### src/rtl/rom_access_arbiter_if.sv
// ---------------------------------------------------------------------------
// rom_access_arbiter_if
//
// Bundles the request/grant/response signals shared between the two
// requesters and the ROM access arbiter.
//
// Parameters:
//   AW - ROM address width
//   DW - ROM data width
//
// Signals:
//   req0/addr0, req1/addr1 - per-port request and address (requester -> arbiter)
//   gnt0/gnt1              - one-cycle grant pulses (arbiter -> requester)
//   rdata                  - ROM read data, qualified by rvalid0/rvalid1
//   rvalid0/rvalid1        - one-cycle response pulses (arbiter -> requester)
//   busy                   - arbiter is serving a transaction
//
// Modports:
//   master - requester side (drives req/addr)
//   slave  - arbiter side (drives grant/response/busy)
// ---------------------------------------------------------------------------
interface rom_access_arbiter_if #(
    parameter int AW = 2,
    parameter int DW = 4
);
    logic          req0;
    logic [AW-1:0] addr0;
    logic          req1;
    logic [AW-1:0] addr1;
    logic          gnt0;
    logic          gnt1;
    logic [DW-1:0] rdata;
    logic          rvalid0;
    logic          rvalid1;
    logic          busy;

    modport master (
        output req0, addr0, req1, addr1,
        input  gnt0, gnt1, rdata, rvalid0, rvalid1, busy
    );

    modport slave (
        input  req0, addr0, req1, addr1,
        output gnt0, gnt1, rdata, rvalid0, rvalid1, busy
    );
endinterface

### src/rtl/rom_access_arbiter.sv
// ---------------------------------------------------------------------------
// rom_access_arbiter
//
// Shares a small internal LED code ROM between two requesters using
// round-robin arbitration. One transaction takes three cycles:
// IDLE (arbitrate, grant) -> READ (fetch ROM word) -> RESP (rvalid high).
//
// Parameters:
//   AW - ROM address width (2**AW entries)
//   DW - ROM data width
//
// Ports:
//   clk_2   - system clock, rising edge
//   reset_n - asynchronous reset, active low
//   bus     - rom_access_arbiter_if.slave (requests in, grants/data out)
//   cnt0/1  - 8-bit saturating grant counters, only when the macro
//             ROM_ACCESS_COUNT_EN is defined
//
// ROM content: ROM[i] = 3*(i+1), truncated to DW bits.
// ---------------------------------------------------------------------------
module rom_access_arbiter #(
    parameter int AW = 2,
    parameter int DW = 4
) (
    input  logic                  clk_2,
    input  logic                  reset_n,
`ifdef ROM_ACCESS_COUNT_EN
    output logic [7:0]            cnt0,
    output logic [7:0]            cnt1,
`endif
    rom_access_arbiter_if.slave   bus
);

    localparam int DEPTH = 2 ** AW;

    typedef enum logic [1:0] {
        ST_IDLE = 2'd0,
        ST_READ = 2'd1,
        ST_RESP = 2'd2
    } state_t;

    // Constant lookup table, built one entry per generate iteration.
    logic [DW-1:0] w_rom [DEPTH];

    generate
        for (genvar gi = 0; gi < DEPTH; gi++) begin : g_rom
            assign w_rom[gi] = DW'(3 * (gi + 1));
        end
    endgenerate

    state_t        r_state, w_state_next;
    logic [AW-1:0] r_addr_q, w_addr_next;
    logic          r_sel_q, w_sel_next;        // 0 = port 0, 1 = port 1
    logic          r_last_winner, w_last_next;
    logic          r_gnt0, w_gnt0_next;
    logic          r_gnt1, w_gnt1_next;
    logic          r_rvalid0, w_rvalid0_next;
    logic          r_rvalid1, w_rvalid1_next;
    logic [DW-1:0] r_rdata, w_rdata_next;
    logic          w_winner;

    // Winner selection: a lone request wins outright; on a tie the port that
    // did not win last time is chosen.
    always_comb begin
        w_winner = 1'b0;
        if (bus.req0 && bus.req1) begin
            w_winner = ~r_last_winner;
        end else if (bus.req1) begin
            w_winner = 1'b1;
        end
    end

    always_comb begin
        w_state_next   = r_state;
        w_addr_next    = r_addr_q;
        w_sel_next     = r_sel_q;
        w_last_next    = r_last_winner;
        w_rdata_next   = r_rdata;
        w_gnt0_next    = 1'b0;
        w_gnt1_next    = 1'b0;
        w_rvalid0_next = 1'b0;
        w_rvalid1_next = 1'b0;

        case (r_state)
            ST_IDLE: begin
                if (bus.req0 || bus.req1) begin
                    w_addr_next  = w_winner ? bus.addr1 : bus.addr0;
                    w_sel_next   = w_winner;
                    w_last_next  = w_winner;
                    w_gnt0_next  = ~w_winner;
                    w_gnt1_next  = w_winner;
                    w_state_next = ST_READ;
                end
            end
            ST_READ: begin
                w_rdata_next   = w_rom[r_addr_q];
                w_rvalid0_next = ~r_sel_q;
                w_rvalid1_next = r_sel_q;
                w_state_next   = ST_RESP;
            end
            ST_RESP: begin
                // rvalid drops via the default; rdata holds.
                w_state_next = ST_IDLE;
            end
            default: begin
                w_state_next = ST_IDLE;
            end
        endcase
    end

    always_ff @(posedge clk_2 or negedge reset_n) begin
        if (!reset_n) begin
            r_state       <= ST_IDLE;
            r_addr_q      <= '0;
            r_sel_q       <= 1'b0;
            r_last_winner <= 1'b1;   // port 0 wins the first tie
            r_rdata       <= '0;
            r_gnt0        <= 1'b0;
            r_gnt1        <= 1'b0;
            r_rvalid0     <= 1'b0;
            r_rvalid1     <= 1'b0;
        end else begin
            r_state       <= w_state_next;
            r_addr_q      <= w_addr_next;
            r_sel_q       <= w_sel_next;
            r_last_winner <= w_last_next;
            r_rdata       <= w_rdata_next;
            r_gnt0        <= w_gnt0_next;
            r_gnt1        <= w_gnt1_next;
            r_rvalid0     <= w_rvalid0_next;
            r_rvalid1     <= w_rvalid1_next;
        end
    end

    assign bus.gnt0    = r_gnt0;
    assign bus.gnt1    = r_gnt1;
    assign bus.rvalid0 = r_rvalid0;
    assign bus.rvalid1 = r_rvalid1;
    assign bus.rdata   = r_rdata;
    assign bus.busy    = (r_state != ST_IDLE);

`ifdef ROM_ACCESS_COUNT_EN
    logic [7:0] r_cnt0, r_cnt1;

    // Count grant pulses, saturating at 0xFF.
    always_ff @(posedge clk_2 or negedge reset_n) begin
        if (!reset_n) begin
            r_cnt0 <= 8'h00;
            r_cnt1 <= 8'h00;
        end else begin
            if (r_gnt0 && (r_cnt0 != 8'hFF)) begin
                r_cnt0 <= r_cnt0 + 8'd1;
            end
            if (r_gnt1 && (r_cnt1 != 8'hFF)) begin
                r_cnt1 <= r_cnt1 + 8'd1;
            end
        end
    end

    assign cnt0 = r_cnt0;
    assign cnt1 = r_cnt1;
`endif

endmodule

### src/flat_wrapper.sv
// flat-port wrapper written by rule: the top's interface ports become plain ports
module rom_access_arbiter_flat 
#(
    parameter int AW = 2,
    parameter int DW = 4
)
  (clk_2, reset_n, bus_req0, bus_addr0, bus_req1, bus_addr1, bus_gnt0, bus_gnt1, bus_rdata, bus_rvalid0, bus_rvalid1, bus_busy);
  rom_access_arbiter_if #(.AW(AW), .DW(DW)) bus_i ();
  input  logic clk_2;
  input  logic reset_n;
  input wire logic [$bits(bus_i.req0)-1:0] bus_req0;
  input wire logic [$bits(bus_i.addr0)-1:0] bus_addr0;
  input wire logic [$bits(bus_i.req1)-1:0] bus_req1;
  input wire logic [$bits(bus_i.addr1)-1:0] bus_addr1;
  output wire logic [$bits(bus_i.gnt0)-1:0] bus_gnt0;
  output wire logic [$bits(bus_i.gnt1)-1:0] bus_gnt1;
  output wire logic [$bits(bus_i.rdata)-1:0] bus_rdata;
  output wire logic [$bits(bus_i.rvalid0)-1:0] bus_rvalid0;
  output wire logic [$bits(bus_i.rvalid1)-1:0] bus_rvalid1;
  output wire logic [$bits(bus_i.busy)-1:0] bus_busy;
  assign bus_i.req0 = bus_req0;
  assign bus_i.addr0 = bus_addr0;
  assign bus_i.req1 = bus_req1;
  assign bus_i.addr1 = bus_addr1;
  assign bus_gnt0 = bus_i.gnt0;
  assign bus_gnt1 = bus_i.gnt1;
  assign bus_rdata = bus_i.rdata;
  assign bus_rvalid0 = bus_i.rvalid0;
  assign bus_rvalid1 = bus_i.rvalid1;
  assign bus_busy = bus_i.busy;
  rom_access_arbiter #(.AW(AW), .DW(DW)) u_core (.clk_2(clk_2), .reset_n(reset_n), .bus(bus_i));
endmodule
### config.mk
export PLATFORM = sky130hd
export DESIGN_NAME = rom_access_arbiter_flat
export DESIGN_NICKNAME = d
export VERILOG_FILES = /design/src/rtl/rom_access_arbiter_if.sv /design/src/rtl/rom_access_arbiter.sv /design/src/flat_wrapper.sv
export SDC_FILE = /design/constraint.sdc
export NUM_CORES = 1
export LEC_CHECK = 0
export CELL_PAD_IN_SITES_DETAIL_PLACEMENT = 0
export CELL_PAD_IN_SITES_GLOBAL_PLACEMENT = 1
export CORE_MARGIN = 2
export CORE_UTILIZATION = 30
export DETAILED_ROUTE_END_ITERATION = 10
export HOLD_SLACK_MARGIN = 0.05
export PLACE_DENSITY = 0.75
export RECOVER_POWER = 100
export REMOVE_ABC_BUFFERS = 1
export SYNTH_ARGS = -nofsm -noshare
export SYNTH_HDL_FRONTEND = slang
export SYNTH_SLANG_ARGS = --single-unit
### constraint.sdc
create_clock -name clk_2 -period 1.2 [get_ports clk_2]
set_input_delay 0.12 -clock clk_2 [delete_from_list [all_inputs] [get_ports clk_2]]
set_output_delay 0.12 -clock clk_2 [all_outputs]
set_load 0.01 [all_outputs]
Word level (Yosys, flattened, before mapping)
Index checks and enable logic that the tools add are counted.
Cells by class
  $add $sub $neg: 0
  multipliers: 0
  divide/modulo/power cells: 0
  $lt $le $gt $ge: 1
  eq/ne operators: 2
  shift-type cells: 0
  muxes and demuxes: 14
  bitwise logic cells: 4
  reductions and logical operators: 5
Operators with widths (count)
  binary-select mux 4 bit (select 2 bit): 1
  two-way mux 1 bit: 8
  two-way mux 4 bit: 2
  two-way mux 2 bit: 2
  case mux 2 bit (2 select lines): 1
  >= comparator 3 bit (second input constant): 1
  NOT 1 bit: 3
  NOT 2 -> 3 bit: 1
  == test 2 x 1 -> 1 bit (second input constant): 1
  zero test 2 bit: 1
  inequality test 2 x 1 -> 1 bit (second input constant): 1
  AND reduction 2 bit: 1
  nonzero test 2 bit: 1
  logical AND 1 bit: 1
  logical OR 1 bit: 1
Word-level totals
  register bits: 14
  latch bits: 0
  bits in writable memories: 0
  bits in read-only memories: 0
  bits of input ports: 8
  output and inout port bits: 9
  memories: 0

Longest topological paths before layout
Gate-level depths: netlist (run 1).
  word-level depth: 5
  mapped depth: 4
  depth with buffers taken out: 3

Least setup slack after synthesis (run 1)
OpenSTA, ideal clock, no wires.
  path kind: register to register
  start point: register u_core.r_last_winner
  end point: register u_core.r_addr_q[0]
  setup time: 0.126 ns
  data arrival time: 1.160 ns
  required time: 1.074 ns
  setup slack: -0.086 ns
  cell stages (with the launch flop): 5
  clock period less this slack: 1.286 ns
  path through: dfstp_2 -> nand2_1 -> and3_1 -> buf_6 -> a221o_1
On the way
  word-level cells in the longest chain between the ends: 3
RTL lines
  start: declaration: RTL line rom_access_arbiter.sv:54  | logic r_last_winner, w_last_next;
  start signal: assignment: RTL line rom_access_arbiter.sv:126  | r_last_winner <= w_last_next;
  NOT 1 bit: RTL line rom_access_arbiter.sv:67  | w_winner = ~r_last_winner;
  two-way mux 1 bit: RTL line rom_access_arbiter.sv:66  | if (bus.req0 && bus.req1) begin
  two-way mux 2 bit: RTL line rom_access_arbiter.sv:87  | w_addr_next = w_winner ? bus.addr1 : bus.addr0;
  end signal: assignment: RTL line rom_access_arbiter.sv:124  | r_addr_q <= w_addr_next;
  end: declaration: RTL line rom_access_arbiter.sv:52  | logic [AW-1:0] r_addr_q, w_addr_next;
No other way between the ends.
A chain may end at the register's enable or synchronous reset.

Worst setup path after layout (run 1)
Same ends and word-level chain as after synthesis.

==> metrics.md, run 1 <==
| Metric | Value |
|---|---|
| Outcome | complete, no violations |
| Total power | 1.86 mW |
| Syn Area/Cell | 13.2 um2 |
| Crit path max fanout | 3 |
| Hold Buf Count CTS | 0 |
| IO Count | 17 |
| Setup crit start | u_core.r_last_winner$_DFFE_PN1P_ |
| Inserted Clock Buffers | 3 |
| Total track usage | 10.4% |
| Die height | 46 um |
| Core area | 1690 um2 |
| GPL Wtd Cong | 0.724 |
| Finished layout cell area | 757 um2 |
| Post-place setup slack | -0.260 ns |
| Vias per cell | 4.51 |
| Crit path kind | flip-flop to flip-flop |
| Cell Chain, Critical Path | nand2_1 > and3_4 > a221o_1 |
| Root buffer cell | clkbuf_4 |
| Worst R2R Path Depth | 3 |
| Initial Util | 31.3% |
| RSZ-0062 raised after global routing | true |
| Worst-Skew Late Latency | 0.27 ns |
| Yosys reg bits | 14 |
| Total clock sinks | 14 |
| CP Data Required Time | 1.36 ns |
| Starting DRC count in detailed routing | 0 |
| Final period util | 98.1% |
| WL final | 964 um |
| Met2 wire len | 476 um |
| Routed vias | 365 |
| Met3 wire length | 30 um |
| PD cells | 2460 nW/um2 |
| Yosys warning count | 0 |
| CP endpoint | u_core.r_addr_q[0]$_DFFE_PN0P_ |
| CTS tree | yes |
| CTS H-tree lvls | 1 |
| Slew Limit Fails | 0 |
| Leakage | 0.389 nW |
| Setup crit start kind | flip-flop |
| Hold Violations, Final | 0 |
| Global route total overflow | 0 |
| Reg2reg start | u_core.r_last_winner$_DFFE_PN1P_ |
| Worst-Margin Slew | 0.356 ns |
| CP max-delay cell | dfstp_2 |
| Final worst setup slack | 0.0229 ns |
| Routed len/inst | 11.9 um |
| Initial antenna violation count | 0 |
| Cell variety after synth | 20 |
| DIE AREA | 2120 um2 |
| Placed cell area | 747 um2 |
| Rows | 15 |
| DRC Markers | 0 |
| Max-Cap Viols | 0 |
| Antenna viol nets, final | 0 |
| Largest net degree at the start of global routing | 9 |
| Share of post-route cells with drive strength above 1 | 26.6% |
| Fin crit period | 1.18 ns |
| Reg clk slew, reported paths | 0.08 ns |
| CP max stage delay | 0.56 ns |
| CTS Buffer Depth | 2 |
| Sequential element share of the synthesized area | 66.4% |
| Critical path arrival | 1.34 ns |
| VDD IR max | 0.839 mV |
| Setup bufs post-CTS | 0 |
| Reg2reg setup slack | 0.02 ns |
| Setup TNS | 0 ns |
| Synthesized area | 529 um2 |
| Final setup viols | 0 |
| Reg-to-Reg End | u_core.r_addr_q[0]$_DFFE_PN0P_ |
| Max Clock Freq | 850 MHz |
| # port buffers | 16 |
| M1 wire length | 441 um |
| Final HPWL DP | 749 um |
| Hold_ws | 0.177 ns |
| Worst hold path class | primary input to async pin |
| Nets | 73 |
| Die Wd | 46 um |
| CP endpoint kind | flip-flop |
| Diode count | 0 |
| Vias in the first global route | 334 |
| Clock Skews | 0.000765 ns |
| Slew HR | 76.1% |
| Uppermost layer routed | met4 |
| First-pass GRT wire length | 1.49 mm |
| First-pass DRT Iterations | 1 |
| Mapped Cells | 40 |
| Area grow syn2layout | 43.0% |
-- through the flow --
stage | util, % | std cells
after CTS | 45.9 | 82
after global placement | 44.2 | 78
after floorplan | - | 38
after global routing | 44.8 | 81
final | 44.8 | 81
after detailed placement | 44.2 | 78
-- power breakdown --
group / leakage [nW] / switching, mW / internal [mW]
clock: 0.0210 / 0.145 / 0.184
sequential: 0.174 / 0.113 / 0.700
combinational: 0.194 / 0.337 / 0.381
total: 0.389 / 0.595 / 1.27
-- worst min-delay path by stage --
stage,start,endpoint,cells past startpoint
final,reset_n,u_core.bus.rvalid1$_DFF_PN0_,1
after global routing,reset_n,u_core.bus.rvalid0$_DFF_PN0_,1
after CTS,reset_n,u_core.bus.rvalid0$_DFF_PN0_,1
after detailed placement,reset_n,u_core.bus.rvalid0$_DFF_PN0_,1
after global placement,reset_n,u_core.bus.rvalid0$_DFF_PN0_,1
after floorplan,reset_n,u_core.bus.gnt0$_DFF_PN0_,0
-- state kept, by name, summed over array words and instances, names as in the netlist --
name and flops:
u_core.bus.rvalid1 1, u_core.bus.rdata 4, u_core.r_sel_q 1, u_core.r_addr_q 2
u_core.bus.gnt0 1, u_core.r_last_winner 1, u_core.r_state 2, u_core.bus.rvalid0 1
u_core.bus.gnt1 1
-- critical path, delay by kind of cell (launching register included) --
kind             cells  cell delay, ns
flip-flops           1            0.56
AO/OA/AOI/OAI        1            0.30
AND/OR/NAND/NOR      2            0.20
-- placed cells by master (no fill, tap or decap), types with 2 or more instances in the layout --
cell type and n:
dfrtp_1 13, dlygate4sd2_1 8, clkdlybuf4s50_1 6, inv_1 3
nand2_1 3, clkbuf_4 3, clkbuf_1 3, buf_4 3
and4_4 2, a221o_1 2, o21ai_0 2, a21o_2 2
-- layer usage --
| layer | GRT usage [%] | vias up |
|---|---|---|
| met2 | 15.6 | 12 |
| met5 | 0 | - |
| met4 | 6.86 | 0 |
| met1 | 13.9 | 165 |
| li1 | - | 186 |
| met3 | 1.19 | 2 |
-- cell families (layout without fill, tap and decap cells) --
kind of cell,after synthesis,after routing,share of synthesized area [%]
AND/OR/NAND/NOR,12,12,14.2
flip-flops,14,14,66.4
buffers and inverters,5,29,5.20
multiplexers,2,2,4.26
AO/OA/AOI/OAI,7,7,9.93
-- timing repair --
| item | in CTS | in global routing |
|---|---|---|
| setup endpoints to repair | 13 | 3 |
| pin swaps | 4 | 3 |
| gates cloned | 0 | 0 |
| gates resized for setup | 15 | 1 |
-- final cells by class --
cell class              instances  area, um2
clock buffers                   4       36.3
fillers                       178        932
inverters                       3       11.3
multi-input cells              21        158
flip-flops and latches         14        352
well taps                      17       21.3
repair buffers                 22        179
-- cell usage after synthesis --
cell | n | area [um2]
nand2_1 | 3 | 11.3
and3_2 | 1 | 7.51
mux2_1 | 1 | 11.3
inv_1 | 2 | 7.51
or2b_1 | 1 | 7.51
dfstp_2 | 1 | 26.3
a21o_2 | 2 | 17.5
buf_2 | 1 | 5.00
and2_1 | 1 | 6.26
buf_6 | 1 | 11.3
and4_2 | 2 | 20.0
mux2_2 | 1 | 11.3
and3_1 | 1 | 6.26
nand2b_1 | 1 | 6.26
nor2_2 | 1 | 6.26
a221o_1 | 2 | 20.0
o21ai_0 | 3 | 15.0
dfrtp_1 | 13 | 325
nor2_1 | 1 | 3.75
inv_2 | 1 | 3.75
(Power assumes the default switching activity.)
==> run 2: changes to the inputs <==
CORE_MARGIN = 8   (was 2)
==> run 2 against run 1 <==
  * Total power grew 5.5%
  * Final area grew 4.0%
  * Die area grew 59%
  * Largest power group is now combinational cells
  * Highest routed layer unchanged
==> metrics.md, run 2 (synthesis gave the netlist of run 1 again) <==
| Metric | Value |
|---|---|
| Logic pwr share | 42.1% |
| Root buffer cell | clkbuf_4 |
| CTS Buffer Depth | 2 |
| Final worst setup slack | 0.0338 ns |
| Largest register FFs | 4 |
| Critical path arrival | 1.33 ns |
| Hold_ws | 0.409 ns |
| Routed vias | 372 |
| Worst R2R Path Depth | 5 |
| Seq pwr share | 41.5% |
| Share of post-route cells with drive strength above 1 | 34.8% |
| Initial Util | 31.3% |
| Switching Share | 31.1% |
| Largest net degree at the start of global routing | 15 |
| Initial antenna violation count | 0 |
| Die Wd | 58 um |
| Nets | 75 |
| PD cells | 2490 nW/um2 |
| Hold Violations, Final | 0 |
| Hold Buf Count CTS | 0 |
| Buf/Inv on CP | 2 |
| First-pass DRT Iterations | 2 |
| Most common cell after layout, fill and taps aside | dfrtp_1 |
| Routed len/inst | 12.0 um |
| Final HPWL DP | 769 um |
| Final period util | 97.2% |
| CTS tree | yes |
| DRC Markers | 0 |
| IO Count | 17 |
| Reg2reg start | u_core.r_state[0]$_DFFE_PN0P_ |
| Setup crit start | u_core.r_state[0]$_DFFE_PN0P_ |
| Area grow syn2layout | 48.7% |
| Post-place setup slack | -0.239 ns |
| # port buffers | 16 |
| Fin crit period | 1.17 ns |
| First-pass GRT wire length | 1.62 mm |
| Vias per cell | 4.48 |
| CP max stage delay | 0.39 ns |
| Inserted Clock Buffers | 3 |
| Vias in the first global route | 389 |
| RSZ-0062 raised after global routing | true |
| Rows | 15 |
| Psw | 610 uW |
| CP max-delay cell | dfrtp_1 |
| Outcome | complete, no violations |
| Final setup viols | 0 |
| Most frequent cells in the layout | dfrtp_1 (13), dlygate4sd2_1 (8), buf_4 (7), clkdlybuf4s50_1 (6) |
| Reg-to-Reg End | u_core.r_sel_q$_DFFE_PN0P_ |
| Slew HR | 52.1% |
| CP endpoint kind | flip-flop |
| CP endpoint | u_core.r_sel_q$_DFFE_PN0P_ |
| Leakage | 0.405 nW |
| Worst hold path class | primary input to async pin |
| Setup crit start kind | flip-flop |
| Global route total overflow | 0 |
| WL final | 998 um |
| Total power | 1.96 mW |
| Max-Cap Viols | 0 |
| DIE AREA | 3360 um2 |
| Most frequent CP cell | buf_4 |
| Starting DRC count in detailed routing | 2 |
| Top delay family on crit path | flip-flops |
| Placed cell count | 78 |
| Worst path depth | 5 |
| Cell Chain, Critical Path | nor2_4 > buf_4 > and3_4 > buf_4 > a21o_2 |
| Total track usage | 6.30% |
| Slew Limit Fails | 0 |
| Die height | 58 um |
| Finished layout cell area | 787 um2 |
| Max Clock Freq | 857 MHz |
| Crit path max fanout | 4 |
| Reg2reg setup slack | 0.03 ns |
| CTS H-tree lvls | 1 |
| Reg clk slew, reported paths | 0.08 ns |
| Total clock sinks | 14 |
| Worst-Skew Late Latency | 0.27 ns |
| Worst-Margin Slew | 0.719 ns |
| CP Data Required Time | 1.36 ns |
| Antenna viol nets, final | 0 |
| Core area | 1690 um2 |
| Internal power | 1.35 mW |
| Clock Skews | 0.00299 ns |
| VDD IR max | 0.809 mV |
| Final Non-Filler Cells | 83 |
| GPL Wtd Cong | 0.717 |
| Crit path kind | flip-flop to flip-flop |
| Placed cell area | 747 um2 |
| Diode count | 0 |
| Clock share of power | 16.4% |
run 2: changes by cell type in the layout (fill, tap and decap cells not counted), sizes merged:
cell / previous run / this run
clkbuf: 8 / 6
buf: 3 / 7
run 2: worst min-delay path by stage:
| stage | start | slack (ns) | endpoint | cells past startpoint |
|---|---|---|---|---|
| final | reset_n | 0.41 | u_core.bus.rdata[3]$_DFFE_PN0N_ | 2 |
| after global routing | reset_n | 0.48 | u_core.r_addr_q[1]$_DFFE_PN0P_ | 2 |
| after CTS | reset_n | 0.15 | u_core.bus.rdata[3]$_DFFE_PN0N_ | 2 |
| after detailed placement | reset_n | 0.44 | u_core.bus.rdata[3]$_DFFE_PN0N_ | 2 |
| after global placement | reset_n | 0.44 | u_core.bus.rvalid0$_DFF_PN0_ | 2 |
| after floorplan | reset_n | -0.18 | u_core.bus.gnt0$_DFF_PN0_ | 0 |
run 2: repair_timing:
item                                    4_1_cts  5_1_grt
pin swaps                                     1        4
resized for setup                            12        5
setup buffers                                 0        1
endpoints found under the setup margin       12        4
run 2: layer usage:
metal  wire, um  GRT usage [%]
met3         73           1.55
met2        448           8.44
met1        459           7.82
met5          0              0
met4         17           6.29
run 2: layout make-up:
type | count | area, um2
Sequential cell | 14 | 352
Tap cell | 17 | 21.3
Timing Repair Buffer | 24 | 201
Fill cell | 164 | 902
Inverter | 3 | 11.3
Multi-Input combinational cell | 21 | 165
Clock buffer | 4 | 36.3
run 2: power by group through the flow:
stage / logic, mW / registers [mW] / clock network, mW
final: 0.826 / 0.816 / 0.322
after global placement: 0.861 / 0.817 / 0
after floorplan: 0.341 / 0.859 / 0
after detailed placement: 0.875 / 0.822 / 0
after global routing: 0.915 / 0.851 / 0.357
after CTS: 0.804 / 0.807 / 0.337
run 2: metrics by stage:
step	utilization, %	setup TNS [ns]
finish	46.6	0
floorplan	-	-0.0342
detailed placement	44.2	-0.667
global placement	44.2	-0.630
global route	46.6	-0.0334
CTS	46.1	-0.0785
